## src/rtl/mips_pkg.sv

```systemverilog
// Shared constants and next-PC select encoding for the MIPS front end.
package mips_pkg;

  localparam int unsigned DATA_WIDTH = 32;
  localparam logic [DATA_WIDTH-1:0] RESET_PC = 32'h0040_0000;
  localparam logic [DATA_WIDTH-1:0] NOP      = 32'h0000_0000;
  localparam int unsigned PC_INC = 4;

  typedef enum logic [1:0] {
    PCSEL_SEQ  = 2'd0,
    PCSEL_BR   = 2'd1,
    PCSEL_J    = 2'd2,
    PCSEL_HOLD = 2'd3
  } pcsel_e;

endpackage

```

## src/rtl/if_id_register.sv

```systemverilog
// IF/ID pipeline register: loads on en, inserts a bubble on clr, holds otherwise.
module if_id_register #(
  parameter int unsigned DATA_WIDTH = mips_pkg::DATA_WIDTH,
  parameter logic [DATA_WIDTH-1:0] NOP = mips_pkg::NOP
) (
  input  logic                  clk,
  input  logic                  reset,
  input  logic                  en,
  input  logic                  clr,
  input  logic [DATA_WIDTH-1:0] i_instr,
  input  logic [DATA_WIDTH-1:0] i_pc4,
  output logic [DATA_WIDTH-1:0] o_instr,
  output logic [DATA_WIDTH-1:0] o_pc4,
  output logic                  o_valid
);

  logic [DATA_WIDTH-1:0] r_instr;
  logic [DATA_WIDTH-1:0] r_pc4;
  logic                  r_valid;

  // clr takes precedence over en so a redirect squashes even a stalled slot
  always_ff @(posedge clk) begin
    if (reset || clr) begin
      r_instr <= NOP;
      r_pc4   <= '0;
      r_valid <= 1'b0;
    end else if (en) begin
      r_instr <= i_instr;
      r_pc4   <= i_pc4;
      r_valid <= 1'b1;
    end
  end

  assign o_instr = r_instr;
  assign o_pc4   = r_pc4;
  assign o_valid = r_valid;

endmodule

```

## src/rtl/fetch_stage.sv

```systemverilog
// MIPS IF stage: PC register, next-PC mux, IF/ID register and saturating
// stall/redirect event counters.
module fetch_stage #(
  parameter int unsigned DATA_WIDTH = mips_pkg::DATA_WIDTH,
  parameter logic [DATA_WIDTH-1:0] RESET_PC = mips_pkg::RESET_PC,
  parameter logic [DATA_WIDTH-1:0] NOP = mips_pkg::NOP,
  parameter int unsigned CNT_WIDTH = 16
) (
  input  logic                  clk,
  input  logic                  reset,
  input  logic                  Stall,
  input  logic                  Flush,
  input  logic [DATA_WIDTH-1:0] BranchTarget,
  input  logic                  Jump,
  input  logic [DATA_WIDTH-1:0] JumpTarget,
  input  logic [DATA_WIDTH-1:0] Instruction,
  output logic [DATA_WIDTH-1:0] InstrAddr,
  output logic [DATA_WIDTH-1:0] IF_ID_Instruction,
  output logic [DATA_WIDTH-1:0] IF_ID_PC4,
  output logic                  IF_ID_Valid,
  output logic [CNT_WIDTH-1:0]  StallCount,
  output logic [CNT_WIDTH-1:0]  FlushCount
);

  import mips_pkg::*;

  logic [DATA_WIDTH-1:0] r_pc;
  logic [CNT_WIDTH-1:0]  r_stall_cnt;
  logic [CNT_WIDTH-1:0]  r_flush_cnt;

  pcsel_e                w_pcsel;
  logic [DATA_WIDTH-1:0] w_pc4;
  logic [DATA_WIDTH-1:0] w_next_pc;
  logic                  w_redirect;
  logic                  w_ifid_en;
  logic                  w_unused_lsbs;

  // Targets are word-aligned; their two low bits are deliberately dropped
  assign w_unused_lsbs = &{1'b0, BranchTarget[1:0], JumpTarget[1:0]};

  assign w_pc4      = r_pc + DATA_WIDTH'(PC_INC);
  assign w_redirect = Flush | Jump;
  assign w_ifid_en  = ~Stall | w_redirect;

  // Priority: Flush > Jump > Stall > sequential
  always_comb begin
    w_pcsel = PCSEL_SEQ;
    if (Flush)      w_pcsel = PCSEL_BR;
    else if (Jump)  w_pcsel = PCSEL_J;
    else if (Stall) w_pcsel = PCSEL_HOLD;
  end

  always_comb begin
    w_next_pc = w_pc4;
    case (w_pcsel)
      PCSEL_BR:   w_next_pc = {BranchTarget[DATA_WIDTH-1:2], 2'b00};
      PCSEL_J:    w_next_pc = {JumpTarget[DATA_WIDTH-1:2], 2'b00};
      PCSEL_HOLD: w_next_pc = r_pc;
      default:    w_next_pc = w_pc4;
    endcase
  end

  always_ff @(posedge clk) begin
    if (reset) r_pc <= RESET_PC;
    else       r_pc <= w_next_pc;
  end

  // Saturating counters: stall counts only when the stall actually holds the PC
  always_ff @(posedge clk) begin
    if (reset) begin
      r_stall_cnt <= '0;
      r_flush_cnt <= '0;
    end else begin
      if (w_pcsel == PCSEL_HOLD && r_stall_cnt != '1)
        r_stall_cnt <= r_stall_cnt + CNT_WIDTH'(1);
      if (w_redirect && r_flush_cnt != '1)
        r_flush_cnt <= r_flush_cnt + CNT_WIDTH'(1);
    end
  end

  if_id_register #(
    .DATA_WIDTH (DATA_WIDTH),
    .NOP        (NOP)
  ) u_if_id (
    .clk     (clk),
    .reset   (reset),
    .en      (w_ifid_en),
    .clr     (w_redirect),
    .i_instr (Instruction),
    .i_pc4   (w_pc4),
    .o_instr (IF_ID_Instruction),
    .o_pc4   (IF_ID_PC4),
    .o_valid (IF_ID_Valid)
  );

  assign InstrAddr  = r_pc;
  assign StallCount = r_stall_cnt;
  assign FlushCount = r_flush_cnt;

endmodule

```

## config.mk

```make
export PLATFORM = sky130hd
export DESIGN_NAME = fetch_stage
export DESIGN_NICKNAME = d
export VERILOG_FILES = /design/src/rtl/mips_pkg.sv /design/src/rtl/if_id_register.sv /design/src/rtl/fetch_stage.sv
export SDC_FILE = /design/constraint.sdc
export NUM_CORES = 1
export LEC_CHECK = 0
export BUFFER_PORTS_ARGS = -buffer_cell sky130_fd_sc_hd__buf_2
export CORE_UTILIZATION = 50
export CTS_CLUSTER_SIZE = 30
export DETAILED_ROUTE_END_ITERATION = 6
export PLACE_DENSITY = 0.89
export RECOVER_POWER = 100
export SLEW_MARGIN = 5
export SYNTH_ARGS = -nofsm -noshare
export SYNTH_HDL_FRONTEND = slang
export SYNTH_SLANG_ARGS = --single-unit
```

## constraint.sdc

```tcl
create_clock -name clk -period 2.45 [get_ports clk]
set_input_delay 0.1225 -clock clk [delete_from_list [all_inputs] [get_ports clk]]
set_output_delay 0.1225 -clock clk [all_outputs]
set_load 0.02 [all_outputs]
```

[After elaboration in Yosys (flattened, before gate mapping)]
Cells that the tools add are included.
Word-level totals
  flip-flop bits (word level): 129
  input port bits: 101
  output and inout port bits: 129
  word-level logic and storage cells: 24
Cells by class
  add/subtract/negate cells: 3
  equal/unequal tests: 5
  mux-type cells: 4
  bitwise operators: 3
  reductions and logical operators: 3
Operators by type and width (count)
  one-hot mux 32 bit (3 select lines): 1
  adder 16 x 1 -> 16 bit (second input constant): 2
  adder 32 x 3 -> 32 bit (second input constant): 1
  != test 16 bit (second input constant): 2
  2-to-1 mux 2 bit: 3
  == test 2 bit (second input constant): 2
  == test 2 x 1 -> 1 bit (second input constant): 1
  logical AND 1 bit: 2
  bitwise OR 1 bit: 2
  logical OR 1 bit: 1
  inverter 1 bit: 1

[Logic depth before layout (Yosys ltp)]
Gate-level depths: netlist of the first run.
  depth in word-level cells: 5
  mapped depth: 12
  mapped depth without buffers: 9

[Modules after synthesis]
A second synthesis of the first run with hierarchy kept.
Second synthesis, totals
  cell total of the unflattened synthesis: 745
  area total of the unflattened synthesis: 6413.7 µm²
By module, submodules not included
  fetch_stage: times used 1, cells each 535, area each 4073.9 µm², seq. area each 1241.2 µm²
  if_id_register: times used 1, cells each 210, area each 2339.7 µm², seq. area each 1301.2 µm²

[Worst setup path before layout of the first run]
Ideal clock, no wire load.
  path kind: in2reg
  start: in Stall
  end: reg r_pc[11], in the netlist InstrAddr[11]
  library setup time: 0.131 ns
  arrival: 2.066 ns
  data required time: 2.319 ns
  path slack: 0.253 ns
  stages on the path: 10
  path buffers: 4
  cell sequence: inv_1 -> clkbuf_1 -> clkbuf_1 -> a21oi_1 -> ha_1 -> clkbuf_1 -> buf_1 -> nor2_1 -> a41oi_1 -> o32ai_1
On the way
  cells in the longest elaborated chain, start to end: 5
  elaborated cells between the ends (all ways): 7
  classes of those cells: eq/ne (3); mux (4)
Ends and longest elaborated chain
  start: declaration: RTL line fetch_stage.sv:11  | input logic Stall,
  2-to-1 mux 2 bit (*): RTL line fetch_stage.sv:50  | else if (Stall) w_pcsel = PCSEL_HOLD;
  2-to-1 mux 2 bit (*): RTL line fetch_stage.sv:49  | else if (Jump) w_pcsel = PCSEL_J;
  2-to-1 mux 2 bit (*): RTL line fetch_stage.sv:48  | if (Flush) w_pcsel = PCSEL_BR;
  == test 2 bit or == test 2 x 1 -> 1 bit (tied branches): RTL line fetch_stage.sv:55  | case (w_pcsel)
  one-hot mux 32 bit (3 select lines): RTL line fetch_stage.sv:55
  end signal: assignment: RTL line fetch_stage.sv:65  | else r_pc <= w_next_pc;
  end: declaration: RTL line fetch_stage.sv:27  | logic [DATA_WIDTH-1:0] r_pc;
Mark *: on every way between the ends. The rest lies on a longest branch, timed or not.
A chain may end at the register's enable or synchronous reset.

[Final worst setup path of the first run]
  start: reg r_pc[10], in the netlist InstrAddr[10]
  end: reg r_pc[27], in the netlist InstrAddr[27]
On the way
  cells in the longest elaborated chain, start to end: 2
Ends and longest elaborated chain
  adder 32 x 3 -> 32 bit: RTL line fetch_stage.sv:41  | assign w_pc4 = r_pc + DATA_WIDTH'(PC_INC);
  one-hot mux 32 bit (3 select lines): RTL line fetch_stage.sv:55
Every way passes these cells.

==> metrics.yaml, run 1 <==
run_status:
  status: "finished, violations left"
  violated_checks: "DRC"
cells_and_area:
  area_delta_synth_final_pct: 31.2
  layout-drive-gt1-share_pct: 20.0
  mostFrequentLayoutCell: "clkbuf_1"
  nNetsFinal: 1042
  most_frequent_cells_in_the_layout: "clkbuf_1, dfxtp_1, buf_2"
grt:
  globalRouteMet2Util_pct: 54.5
  grt_pass1_wl_mm: 33.0
  grt_util_met1_pct: 38.1
  gr-usage-met3_pct: 11.3
  global_route.overflow_total: 0
  grt_antenna_before_repair: 2
  maximum_number_of_pins_on_one_net_before_global_route_repair: 65
  first_global_vias: 6376
  grt.busiest_layer: "met2"
  globalRouteTotalUtil_pct: 33.0
synth:
  synth.lib_cells_used.distinct: 58
  syn-instance-count: 701
  synth_mux_area_share_pct: 0.329
  synth_adder_area_share_pct: 1.23
  synth-warning-count: 0
  synth-edff-count: 0
  avgSynthCellArea_um2: 8.68
  asyncSetResetFlopFracSynth_pct: 0
  synth_ff_type: "dfxtp_1"
  synth.yosys.seq_area_share_pct: 41.1
  ys_ff_latch: 125
  synth_xor_xnor_area_share_pct: 7.20
  synth_compound_gate_area_share_pct: 26.1
  synth.cell_area_um2: 6080
  synthSimpleGateAreaFrac_pct: 18.3
  synth_top_family_by_area: "compound AO/OA/AOI/OAI gates"
placement:
  place.gp.congestion: 0.872
  io_buffers: 221
  preCtsSetupSlack_ps: 208
  dp_hpwl_mm: 12.8
critical_path:
  crit_path_cell_trace: "nand4_1 > nor4_4 > nand4_1 > mux2i_1 > a2111oi_2"
  cpMaxStageDelayCell: "dfxtp_1"
  most_numerous_cell_on_the_critical_path: "nand4_1"
  worstPathArrival_ps: 2570
  crit_path_max_fanout: 10
  critPathRequiredTime_ps: 2760
  worst_path_largest_cell_delay_ps: 570
  timing.critical_path.max_delay_family: "simple AND/OR/NAND/NOR gates"
  timing_worst_setup_path_type: "flip-flop to flip-flop"
  end_kind: "flip-flop"
  start_kind: "flip-flop"
  critical_path_buf_inv_count: 0
route:
  drt_drc_violations_left: 22
  drt_wl_total_mm: 20.7
  firstDrtPassIters: 7
  post_drt_via_cell_ratio: 6.14
  route.antenna.remaining_nets: 0
  routed-via-count: 6708
  detailedRoute.firstIterationViolations: 660
  detail_route.wl_per_cell_um: 19.0
pwr:
  worst_ir_drop_vdd_mv: 0.393
  power-per-cell-area_nw_per_um2: 673
  totalPowerFinal_mw: 5.37
  leakagePower_nw: 3.06
cts:
  clock_insertion_delay_at_the_later_pin_of_the_skew_report_ps: 420
  cts_buffer_depth: 2
  cts_post_setup_buffers_inserted: 0
  clock_tree_from_tritoncts: "built"
  cts-buffers-inserted: 17
  clkSinkCount: 125
  clkTransAtPathRegs_ps: 60
  cts.htree.levels: 4
  clock-root-buffer: "clkbuf_16"
sta:
  clock-skew-final_ps: 9.83
  maxSlewHeadroom_pct: 18.8
  period_minus_slack_ps: 2260
  number_of_max_slew_violations_in_the_final_report: 0
  finalWorstSetupSlack_ps: 186
  report.final.setup_viol: 0
  final.setup.tns_ps: 0
  rsz_0062_raised_after_global_routing: "no"
  post-route-period-util_pct: 92.4
  worst-slew-pin-transition_ps: 1220
  hold_viol_final: 0
  clock.fmax_mhz: 442
min_path:
  hp-class: "input pin to flip-flop"
floorplan:
  dieArea_um2: 12600
  placement_rows: 39
  floorplan.core_area_um2: 11600
  die_w_um: 112
  starting_utilization_of_the_core_area_pct: 52.4
  die_h_um: 112
  i_o_pin_cnt: 230
job:
  max_cap_check_violation_count: 0
## tightest hold or removal path, delay by kind of cell
family	cells	cell delay [ps]
AOI/OAI and AO/OA	2	290
buffers and inverters	1	80
## Yosys cell counts (4+ instances only)
master	number	share of area [%]
and3_1	16	1.6
nor3_1	16	1.3
nand3_1	25	2.1
buf_1	6	0.37
nand4_1	14	1.4
o21ai_0	35	2.9
or3_1	10	1.0
clkbuf_1	44	2.7
o32ai_1	7	1.0
and4_1	7	1.0
buf_4	4	0.49
a211oi_1	4	0.49
ha_1	6	1.2
a31oi_1	13	1.3
buf_2	8	0.66
a21oi_1	63	5.2
nor2_1	67	4.1
o221a_2	39	7.2
nand2b_1	4	0.41
nor4_1	4	0.41
xor2_1	18	2.6
nand2_1	29	1.8
nor2b_1	7	0.72
xnor2_1	32	4.6
inv_1	20	1.2
a221oi_1	11	1.6
dfxtp_1	125	41
a22oi_1	19	2.3
## layout make-up
cell class / count / area, um^2
Inverter: 20 / 75.1
Tap cell: 143 / 179
Multi-Input combinational cell: 496 / 3250
Fill cell: 979 / 3630
Sequential cell: 125 / 2500
Timing Repair Buffer: 275 / 1410
Clock buffer: 18 / 429
Antenna cell: 1 / 2.50
Clock inverter: 14 / 136
## per-stage QoR
step	utilization [%]	instances	area, um^2	hold slack [ps]
after floorplan	-	704	6090	303
after global placement	62.8	1027	7290	387
after detailed placement	62.8	1027	7290	391
after CTS	70.4	1091	8170	89.7
after global routing	68.7	1092	7980	166
final	68.7	1092	7980	124
## flip-flops by register name (all words and copies together) (netlist names)
name and cells:
u_if_id.o_instr 32, InstrAddr 30, u_if_id.o_pc4 30, FlushCount 16, StallCount 16, u_if_id.o_valid 1
## cells by family after synthesis
family	count (synthesis)
compound gates	219
simple gates	215
flops	125
buf+inv	83
xor+xnor	50
fa+ha+maj	6
mux	2
other cells	1
## worst paths after layout
path / start / endpoint / slack [ps] / cells after the start
worst max-delay path: InstrAddr[10] / InstrAddr[27] / 190 / 5
worst min-delay path: BranchTarget[19] / InstrAddr[19] / 120 / 3
worst max register to register: InstrAddr[10] / InstrAddr[27] / 190 / 5
worst min register to register: u_if_id.o_valid / u_if_id.o_valid / 490 / 1
## power by group
part | internal (mW) | leakage, nW | switching (mW) | total [mW]
Combinational | 0.297 | 1.78 | 0.468 | 0.765
Clock | 1.41 | 0.268 | 0.987 | 2.40
Sequential | 2.10 | 1.01 | 0.0997 | 2.20
## metal layers
| layer | vias up | wire length (um) |
|---|---|---|
| met1 | 3173 | 7930 |
| met2 | 390 | 9610 |
| li1 | 3069 | - |
| met3 | 76 | 2280 |
| met4 | 0 | 896 |
| met5 | - | 0 |
## timing repair
action | in CTS | in global routing
endpoints found under the hold margin | 32 | 0
hold buffers | 32 | 0
resized for setup | 0 | 0
(Power assumes the default switching activity.)
==> run 2: changes to the inputs <==
--- a/config.mk
+++ b/config.mk
@@ -5,8 +5,9 @@
 export SDC_FILE = /design/constraint.sdc
 export NUM_CORES = 1
 export LEC_CHECK = 0
+export ABC_AREA = 1
 export BUFFER_PORTS_ARGS = -buffer_cell sky130_fd_sc_hd__buf_2
-export CORE_UTILIZATION = 50
+export CORE_UTILIZATION = 51
 export CTS_CLUSTER_SIZE = 30
 export DETAILED_ROUTE_END_ITERATION = 6
 export PLACE_DENSITY = 0.89
==> run 2 against run 1 <==
  * The flow now finishes without violations
  * Critical endpoint is now u_if_id.o_pc4[14]
  * Sequential share of layout area down 2.2 points
  * Largest cell class unchanged
  * Hold slack worse by 50 ps
  * Non-clock buffer count down 10
  * Synthesized area up 9.3%
  * Core utilization down 1.1 points
==> metrics.yaml, run 2 <==
run_status:
  status: "finished clean"  # was finished, violations left
placement:
  dp_hpwl_mm: 14.4  # was 12.8 mm
  place.gp.congestion: 0.972  # was 0.872
  place.detailed.instances: 1348  # was 1027
  io_buffers: 221  # unchanged
sta:
  report.final.setup_viol: 0  # unchanged
  worst-slew-pin-transition_ps: 1110  # was 1220 ps
  maxSlewHeadroom_pct: 25.7  # was 18.8%
  clock.fmax_mhz: 487  # was 442 MHz
  number_of_max_slew_violations_in_the_final_report: 0  # unchanged
  post-route-period-util_pct: 83.7  # was 92.4%
  worst_slack_on_hold_paths_ps: 73.7  # was 124 ps
  hold_viol_final: 0  # unchanged
  rsz_0062_raised_after_global_routing: "no"  # unchanged
  clock-skew-final_ps: 6.78  # was 9.83 ps
  period_minus_slack_ps: 2050  # was 2260 ps
  final.setup.tns_ps: 0  # unchanged
grt:
  first_global_vias: 6729  # was 6376
  globalRouteMet2Util_pct: 51.6  # was 54.5%
  grt.busiest_layer: "met2"  # unchanged
  global_route.overflow_total: 0  # unchanged
  grt_pass1_wl_mm: 31.4  # was 33.0 mm
  grt_antenna_before_repair: 0  # was 2
  maximum_number_of_pins_on_one_net_before_global_route_repair: 52  # was 65
  grt_util_met1_pct: 33.1  # was 38.1%
  gr-usage-met3_pct: 7.63  # was 11.3%
  globalRouteTotalUtil_pct: 30.3  # was 33.0%
synth:
  synth_top_family_by_area: "simple AND/OR/NAND/NOR gates"  # was compound AO/OA/AOI/OAI gates
  synth_common_cells: "nand2_1, nor2_1, dfxtp_1, inv_1, o21ai_0"  # was dfxtp_1, nor2_1, a21oi_1, clkbuf_1, o221a_2
  synth.lib_cells_used.distinct: 38  # was 58
  yosys.area.top_type_share_pct: 37.6  # was 41.1%
  synth.most_common_cell: "nand2_1"  # was dfxtp_1
  ys_ff_latch: 125  # unchanged
  synth.yosys.seq_area_share_pct: 37.6  # was 41.1%
  synth.cell_area_um2: 6650  # was 6080 um^2
  asyncSetResetFlopFracSynth_pct: 0  # unchanged
  synth_compound_gate_area_share_pct: 17.5  # was 26.1%
  avgSynthCellArea_um2: 6.72  # was 8.68 um^2
  synthSimpleGateAreaFrac_pct: 30.7  # was 18.3%
  synth-warning-count: 0  # unchanged
  synth_area_leaders: "dfxtp_1, nand2_1, nor2_1"  # was dfxtp_1, o221a_2, a21oi_1
  synth_top_area_cell: "dfxtp_1"  # unchanged
  synth-edff-count: 0  # unchanged
  syn-instance-count: 990  # was 701
  synth_mux_area_share_pct: 0  # was 0.329%
  synth_adder_area_share_pct: 1.13  # was 1.23%
  synth_xor_xnor_area_share_pct: 3.42  # was 7.20%
  synth_ff_type: "dfxtp_1"  # unchanged
cells_and_area:
  stdcell_count: 1412  # was 1092
  layout-drive-gt1-share_pct: 12.8  # was 20.0%
  area_delta_synth_final_pct: 28.9  # was 31.2%
  area_of_all_sequential_standard_cells_um2: 2500  # unchanged
  footprint_of_the_multi_input_gates_um2: 3480  # was 3250 um^2
  antennaDiodeCount: 0  # was 1
  mostFrequentLayoutCell: "nand2_1"  # was clkbuf_1
  most_frequent_cells_in_the_layout: "nand2_1, nor2_1, clkbuf_1"  # was clkbuf_1, dfxtp_1, buf_2
  nNetsFinal: 1334  # was 1042
  fin_util_pct: 67.6  # was 68.7%
  largest_register_ffs: 32  # unchanged
  filler_cell_count: 1193  # was 979
route:
  route.antenna.remaining_nets: 0  # unchanged
  firstDrtPassIters: 5  # was 7
  post_drt_via_cell_ratio: 5.32  # was 6.14
  routed-via-count: 7510  # was 6708
  detail_route.wl_per_cell_um: 14.6  # was 19.0 um
  detailedRoute.firstIterationViolations: 704  # was 660
  drt_wl_total_mm: 20.6  # was 20.7 mm
  drt_drc_violations_left: 0  # was 22
critical_path:
  critPathRequiredTime_ps: 2750  # was 2760 ps
  end_kind: "flip-flop"  # unchanged
  worstPathArrival_ps: 2360  # was 2570 ps
  start_kind: "flip-flop"  # unchanged
  timing_worst_setup_path_type: "flip-flop to flip-flop"  # unchanged
  crit_path_max_fanout: 6  # was 10
pwr:
  totalPowerFinal_mw: 5.71  # was 5.37 mW
  power-per-cell-area_nw_per_um2: 667  # was 673 nW/um^2
  worst_ir_drop_vdd_mv: 0.504  # was 0.393 mV
  leakagePower_nw: 3.58  # was 3.06 nW
floorplan:
  floorplan.core_area_um2: 12700  # was 11600 um^2
  die_h_um: 116  # was 112 um
  dieArea_um2: 13500  # was 12600 um^2
  i_o_pin_cnt: 230  # unchanged
  placement_rows: 41  # was 39
  die_w_um: 116  # was 112 um
  starting_utilization_of_the_core_area_pct: 52.5  # was 52.4%
cts:
  cts.htree.levels: 4  # unchanged
  clkTransAtPathRegs_ps: 60  # about the same
  clock_tree_from_tritoncts: "built"  # unchanged
  clock_insertion_delay_at_the_later_pin_of_the_skew_report_ps: 420  # about the same
  cts-buffers-inserted: 17  # unchanged
  clkSinkCount: 125  # unchanged
  clock-root-buffer: "clkbuf_16"  # unchanged
  cts_buffer_depth: 2  # unchanged
job:
  max_cap_check_violation_count: 0  # unchanged
min_path:
  hp-class: "input pin to flip-flop"  # unchanged
## run 2: cell types whose count changed in the layout (fill, tap and decap cells not counted), sizes merged, moves of 39 or more
cell   change
o221a     -39
nand3     +48
nor2      +89
inv       +79
nand2    +184
o21ai     +50
## run 2: layout make-up
type                            instances  share of cell area [%]
Multi-Input combinational cell        712                    40.6
Clock buffer                           22                    5.65
Inverter                              106                    4.64
Clock inverter                         10                    1.59
Timing Repair Buffer                  265                    15.8
Tap cell                              172                    2.51
Sequential cell                       125                    29.2
## run 2: power breakdown
part | internal (mW) | switching (mW)
Clock | 1.70 | 0.912
Combinational | 0.313 | 0.557
Sequential | 2.12 | 0.110
Total | 4.13 | 1.58
## run 2: worst max-delay path, cell delays in order, from the launching register on
cell and delay (ps):
dfxtp_1 410, ha_1 220, nand2_1 60, nor2_1 230, nand2_1 290, nor2_4 220
inv_1 50, nand2_1 80, nand3_1 150, o211ai_1 160, inv_1 70
## run 2: what timing repair did
item                                   in CTS  in global routing
gates resized for setup                     0                  0
setup buffers                               0                  0
endpoints found under the hold margin      32                  0
hold buffers                               32                  0
## run 2: final timing paths
| path | startpoint | endpoint | slack, ps | cells after the start |
|---|---|---|---|---|
| max reg2reg | InstrAddr[2] | u_if_id.o_pc4[14] | 400 | 10 |
| min reg2reg | u_if_id.o_pc4[4] | u_if_id.o_pc4[4] | 490 | 2 |
| min | BranchTarget[3] | InstrAddr[3] | 70 | 4 |
| max | InstrAddr[2] | u_if_id.o_pc4[14] | 400 | 10 |
## run 2: per-layer routing
layer | vias up | part of all wire [%]
li1 | 3689 | -
met1 | 3377 | 39
met2 | 357 | 47
met3 | 87 | 7.8
met4 | 0 | 5.8
met5 | - | 0
## run 2: cell families (layout without fill, tap and decap cells)
kind of cell | count (synthesis) | in the layout
buffers and inverters | 156 | 403
other | 1 | 4
AO/OA/AOI/OAI | 202 | 202
AND/OR/NAND/NOR | 474 | 474
adder cells (fa/ha/maj) | 6 | 6
XOR/XNOR | 26 | 26
flip-flops | 125 | 125
## run 2: metrics by stage
step | area, um^2 | worst slack, ps
after global placement | 7840 | 554
after detailed placement | 7840 | 501
after floorplan | 6660 | 637
final | 8570 | 399
after global routing | 8570 | 201
after CTS | 8780 | 516
